===== config.mk =====
export PLATFORM = sky130hd
export DESIGN_NAME = pipeline_stall_controller
export DESIGN_NICKNAME = d
export VERILOG_FILES = /design/src/rtl/pipeline_stall_controller.sv
export SDC_FILE = /design/constraint.sdc
export NUM_CORES = 1
export LEC_CHECK = 0
export CORE_ASPECT_RATIO = 1.5
export CORE_MARGIN = 3
export CORE_UTILIZATION = 44
export CTS_CLUSTER_SIZE = 30
export DETAILED_ROUTE_END_ITERATION = 8
export PLACE_DENSITY = 0.81
export SLEW_MARGIN = 10
export SYNTH_ARGS = -nofsm -noshare
export SYNTH_HDL_FRONTEND = slang
export SYNTH_SLANG_ARGS = --single-unit

===== constraint.sdc =====
create_clock -name clk -period 1.76 [get_ports clk]
set_input_delay 0.176 -clock clk [delete_from_list [all_inputs] [get_ports clk]]
set_output_delay 0.176 -clock clk [all_outputs]
set_load 0.02 [all_outputs]

===== src/rtl/pipeline_stall_controller.sv =====
// Pipeline enable/flush sequencer for the 5-stage core: merges load-use stalls,
// branch flushes, MDU multi-cycle ops and data-memory wait into one control set.
module pipeline_stall_controller #(
  parameter int MDU_MAX_CYCLES = 34,
  parameter int CNT_W          = 6,
  parameter int STALL_CNT_W    = 16
) (
  input  logic                   clk,
  input  logic                   reset,
  input  logic                   load_use_hz,
  input  logic                   branch_taken,
  input  logic                   mdu_start,
  input  logic                   mdu_done,
  input  logic                   dmem_wait,
  output logic                   PC_E,
  output logic                   IF_ID_E,
  output logic                   ID_EX_E,
  output logic                   EX_MEM_E,
  output logic                   MEM_WB_E,
  output logic                   IF_ID_flush,
  output logic                   ID_EX_flush,
  output logic                   EX_MEM_bubble,
  output logic                   mdu_err,
  output logic [STALL_CNT_W-1:0] stall_cnt,
  output logic                   ctrl_state
);

  typedef enum logic {RUN = 1'b0, MDU_BUSY = 1'b1} state_t;

  state_t           state, state_nxt;
  logic [CNT_W-1:0] mdu_cnt, mdu_cnt_nxt;
  logic             mdu_err_nxt;

  always_ff @(posedge clk) begin
    if (reset) begin
      state   <= RUN;
      mdu_cnt <= '0;
      mdu_err <= 1'b0;
    end else begin
      state   <= state_nxt;
      mdu_cnt <= mdu_cnt_nxt;
      mdu_err <= mdu_err_nxt;
    end
  end

  // A memory wait freezes everything, including the MDU timeout count.
  always_comb begin
    state_nxt   = state;
    mdu_cnt_nxt = mdu_cnt;
    mdu_err_nxt = mdu_err;
    if (!dmem_wait) begin
      case (state)
        RUN: begin
          if (!branch_taken && mdu_start && !mdu_done) begin
            state_nxt   = MDU_BUSY;
            mdu_cnt_nxt = CNT_W'(1);
          end
        end
        MDU_BUSY: begin
          if (mdu_done) begin
            state_nxt   = RUN;
            mdu_cnt_nxt = '0;
          end else if (mdu_cnt == CNT_W'(MDU_MAX_CYCLES)) begin
            state_nxt   = RUN;
            mdu_cnt_nxt = '0;
            mdu_err_nxt = 1'b1;
          end else begin
            mdu_cnt_nxt = mdu_cnt + CNT_W'(1);
          end
        end
        default: state_nxt = RUN;
      endcase
    end
  end

  always_comb begin
    PC_E          = 1'b1;
    IF_ID_E       = 1'b1;
    ID_EX_E       = 1'b1;
    EX_MEM_E      = 1'b1;
    MEM_WB_E      = 1'b1;
    IF_ID_flush   = 1'b0;
    ID_EX_flush   = 1'b0;
    EX_MEM_bubble = 1'b0;
    if (reset) begin
      IF_ID_flush   = 1'b1;
      ID_EX_flush   = 1'b1;
      EX_MEM_bubble = 1'b1;
    end else if (dmem_wait) begin
      PC_E     = 1'b0;
      IF_ID_E  = 1'b0;
      ID_EX_E  = 1'b0;
      EX_MEM_E = 1'b0;
      MEM_WB_E = 1'b0;
    end else if (state == MDU_BUSY) begin
      if (!mdu_done) begin
        PC_E          = 1'b0;
        IF_ID_E       = 1'b0;
        ID_EX_E       = 1'b0;
        EX_MEM_bubble = 1'b1;
      end
    end else if (branch_taken) begin
      IF_ID_flush = 1'b1;
      ID_EX_flush = 1'b1;
    end else if (mdu_start) begin
      // Same-cycle done means a single-cycle op: nothing to freeze.
      if (!mdu_done) begin
        PC_E          = 1'b0;
        IF_ID_E       = 1'b0;
        ID_EX_E       = 1'b0;
        EX_MEM_bubble = 1'b1;
      end
    end else if (load_use_hz) begin
      PC_E        = 1'b0;
      IF_ID_E     = 1'b0;
      ID_EX_flush = 1'b1;
    end
  end

  always_ff @(posedge clk) begin
    if (reset)
      stall_cnt <= '0;
    else if (!PC_E && (stall_cnt != {STALL_CNT_W{1'b1}}))
      stall_cnt <= stall_cnt + STALL_CNT_W'(1);
  end

  assign ctrl_state = (state == MDU_BUSY);

endmodule


==> summary.md <==
| Metric | Value |
|---|---|
| Die width | `51.7 um` |
| CTS tree | `yes` |
| Die Span Y | `74.6 um` |
| Layout cell share with drive strength beyond 1 | `29.0%` |
| Commonest non-fill, non-tap cell in the layout | `buf_4` |
| Fin util | `69.2%` |
| Synth cell types | `51` |
| Worst Tran Pin Value | `302 ps` |
| Worst setup margin | `39.5 ps` |
| Routed wire length | `3.91 mm` |
| # IOs | `33` |
| Final Hold Fails | `0` |
| Syn-to-layout area delta | `47.7%` |
| Clock Pin Slew Worst Setup and Hold Paths | `90 ps` |
| CP Capture Type | `output pin` |
| Initial DRC Count | `40` |
| Post-Place Worst Slack | `-351 ps` |
| Pin count of the biggest net entering global routing | `19` |
| Run status | `finished clean` |
| DP HPWL | `3.04 mm` |
| DRT antenna net count | `0` |
| CP Class | `in2out` |
| Synth Area per Inst | `8.73 um^2` |
| FP Rows | `24` |
| Final setup TNS | `0 ps` |
| Slew margin rel. | `79.6%` |
| Syn Nets | `168` |
| Avg Vias per Cell | `5.68` |
| Max H-tree Level | `1` |
| Initial antenna violation count | `0` |
| Tot GR Track Use | `20.6%` |
| Clock Tree Root | `clkbuf_8` |
| Routed wire per std cell | `15.3 um` |
| Power per cell area | `561 mW/mm^2` |
| Most frequent cells in the layout | `29 x buf_4, 22 x clkdlybuf4s50_1, 20 x dfxtp_1` |
| Vias | `1,454` |
| Total clock sinks | `24` |
| Post-route cell area | `0.00204 mm^2` |
| Warnings, synthesis | `0` |
| Hold Buf Count CTS | `0` |
| Grt total ovfl | `0` |
| Non-filler cells, final | `256` |
| Cells after synthesis | `158` |
| Seq/Total Area, Yosys | `34.8%` |
| Layout Skew | `7.45 ps` |
| Vias in the first global route | `1,410` |
| Final Max Tran Viols | `0` |
| RSZ-0062 raised after global routing | `yes` |
| Cts bufs inserted | `3` |
| Seq cells post-synth | `24` |
| Fin crit share | `97.8%` |
| # port buffers | `32` |
| Die ar. | `0.00386 mm^2` |
| CP Data Required Time | `1580 ps` |
| Core Area | `0.00294 mm^2` |
| Final Setup Violations | `0` |
| Fill count | `250` |
| Worst Setup Start Kind | `input pin` |
| Routability Congestion | `0.868` |
| Worst-skew pair later-pin latency | `270 ps` |
| # diodes | `0` |
| Syn Std Cell Area | `0.00138 mm^2` |
| First-pass GRT wire length | `6.20 mm` |
| P_leak | `0.783 nW` |
| First-pass iteration count of the detailed router | `5` |
| Achievable Freq | `0.581 GHz` |
| Initial Utilization | `46.9%` |
| Placed instance count | `249` |
| Max cap viols | `0` |
| Final min period | `1720 ps` |
| Drc violations | `0` |
| CP max FO | `5` |
| Peak VDD IR | `444 uV` |
| Hold/Removal Path Class | `reg2reg` |
| Crit path DAT | `1540 ps` |
| Clock Tree Buf Depth | `2` |
| DP Area | `0.00192 mm^2` |
| Final #Nets | `228` |
==> registers in the layout, indices dropped and copies added, names as in the netlist <==
name	flops
mdu_cnt	6
ctrl_state	1
mdu_err	1
stall_cnt	16
==> worst max-delay path, stage by stage <==
cell and delay [ps]:
clkdlybuf4s50_1 490, nor2b_1 260, a21oi_4 60, buf_4 160, nand2_1 60, dlygate4sd2_1 340
==> cell usage after synthesis, drive strengths merged <==
cell	number	area share, %
a21oi	8	3.7
nor2	15	4.4
a211oi	4	2.2
o21a	1	0.54
xor2	4	2.5
o21ai	6	2.4
nor4b	1	1.7
nand2	13	3.5
nor4	3	1.8
or4	2	1.1
o2111ai	1	0.64
nor3b	1	0.54
o31ai	4	2.2
a31o	1	0.64
inv	7	1.9
o31a	1	0.64
nor3	3	1.1
o211ai	1	0.54
a31oi	1	0.45
mux2	3	2.4
o21ba	1	0.73
nand4	2	0.91
and3	6	2.7
ha	3	2.7
o41ai	6	3.8
nor2b	4	1.8
a21o	1	0.54
clkbuf	2	0.63
nand2b	1	0.45
nand3	8	2.9
dfxtp	24	35
or3	1	0.45
buf	6	3.9
o311ai	5	3.2
and2	3	1.6
and4	3	2.2
or4b	2	1.5
==> report_power, final <==
part           internal [mW]  total [mW]  switching (mW)
Clock                  0.200       0.376           0.176
Sequential             0.551       0.560         0.00854
Combinational         0.0957       0.206           0.111
==> stage by stage <==
| step | power (mW) | hold slack (ps) |
|---|---|---|
| floorplan | 0.673 | 361 |
| global placement | 0.770 | 465 |
| detailed placement | 0.780 | 481 |
| CTS | 1.15 | 500 |
| global route | 1.18 | 517 |
| finish | 1.14 | 494 |
==> area by class of cell <==
type	instances	area, um^2	area share (%)
Multi-Input combinational cell	120	882	43.3
Timing Repair Buffer	62	537	26.4
Sequential cell	24	488	24.0
Clock buffer	4	55.1	2.70
Tap cell	39	48.8	2.40
Inverter	7	26.3	1.29
==> cells by family after synthesis <==
family,Yosys count,synth area share (%)
AND/OR/NAND/NOR,68,28.8
AO/OA/AOI/OAI,41,22.2
flip-flops,24,34.8
buffers and inverters,15,6.44
XOR/XNOR,4,2.54
multiplexers,3,2.45
adder cells (fa/ha/maj),3,2.72
==> repair_timing <==
item / CTS / global route
pin swaps: 1 / 1
buffers inserted: 0 / 2
endpoints found under the setup margin: 13 / 16
gates resized for setup: 11 / 16
gates cloned: 0 / 1
==> worst paths after layout <==
kind	slack, ps	startpoint	to	depth (start not counted)
hold / removal	490	stall_cnt[10]	stall_cnt[10]	2
hold reg to reg	490	stall_cnt[10]	stall_cnt[10]	2
setup reg to reg	60	ctrl_state	stall_cnt[9]	5
setup / recovery	40	dmem_wait	ID_EX_E	6
==> per-layer routing <==
layer	routed length [um]	track usage, %	share of wire, %	vias to the layer above
met5	0	0	0	-
met4	38	5.83	0.97	0
met2	2220	40.2	57	36
met3	166	4.01	4.2	6
met1	1490	21.7	38	702
li1	-	-	-	710
No activity file was read; power rests on OpenSTA's default activity.
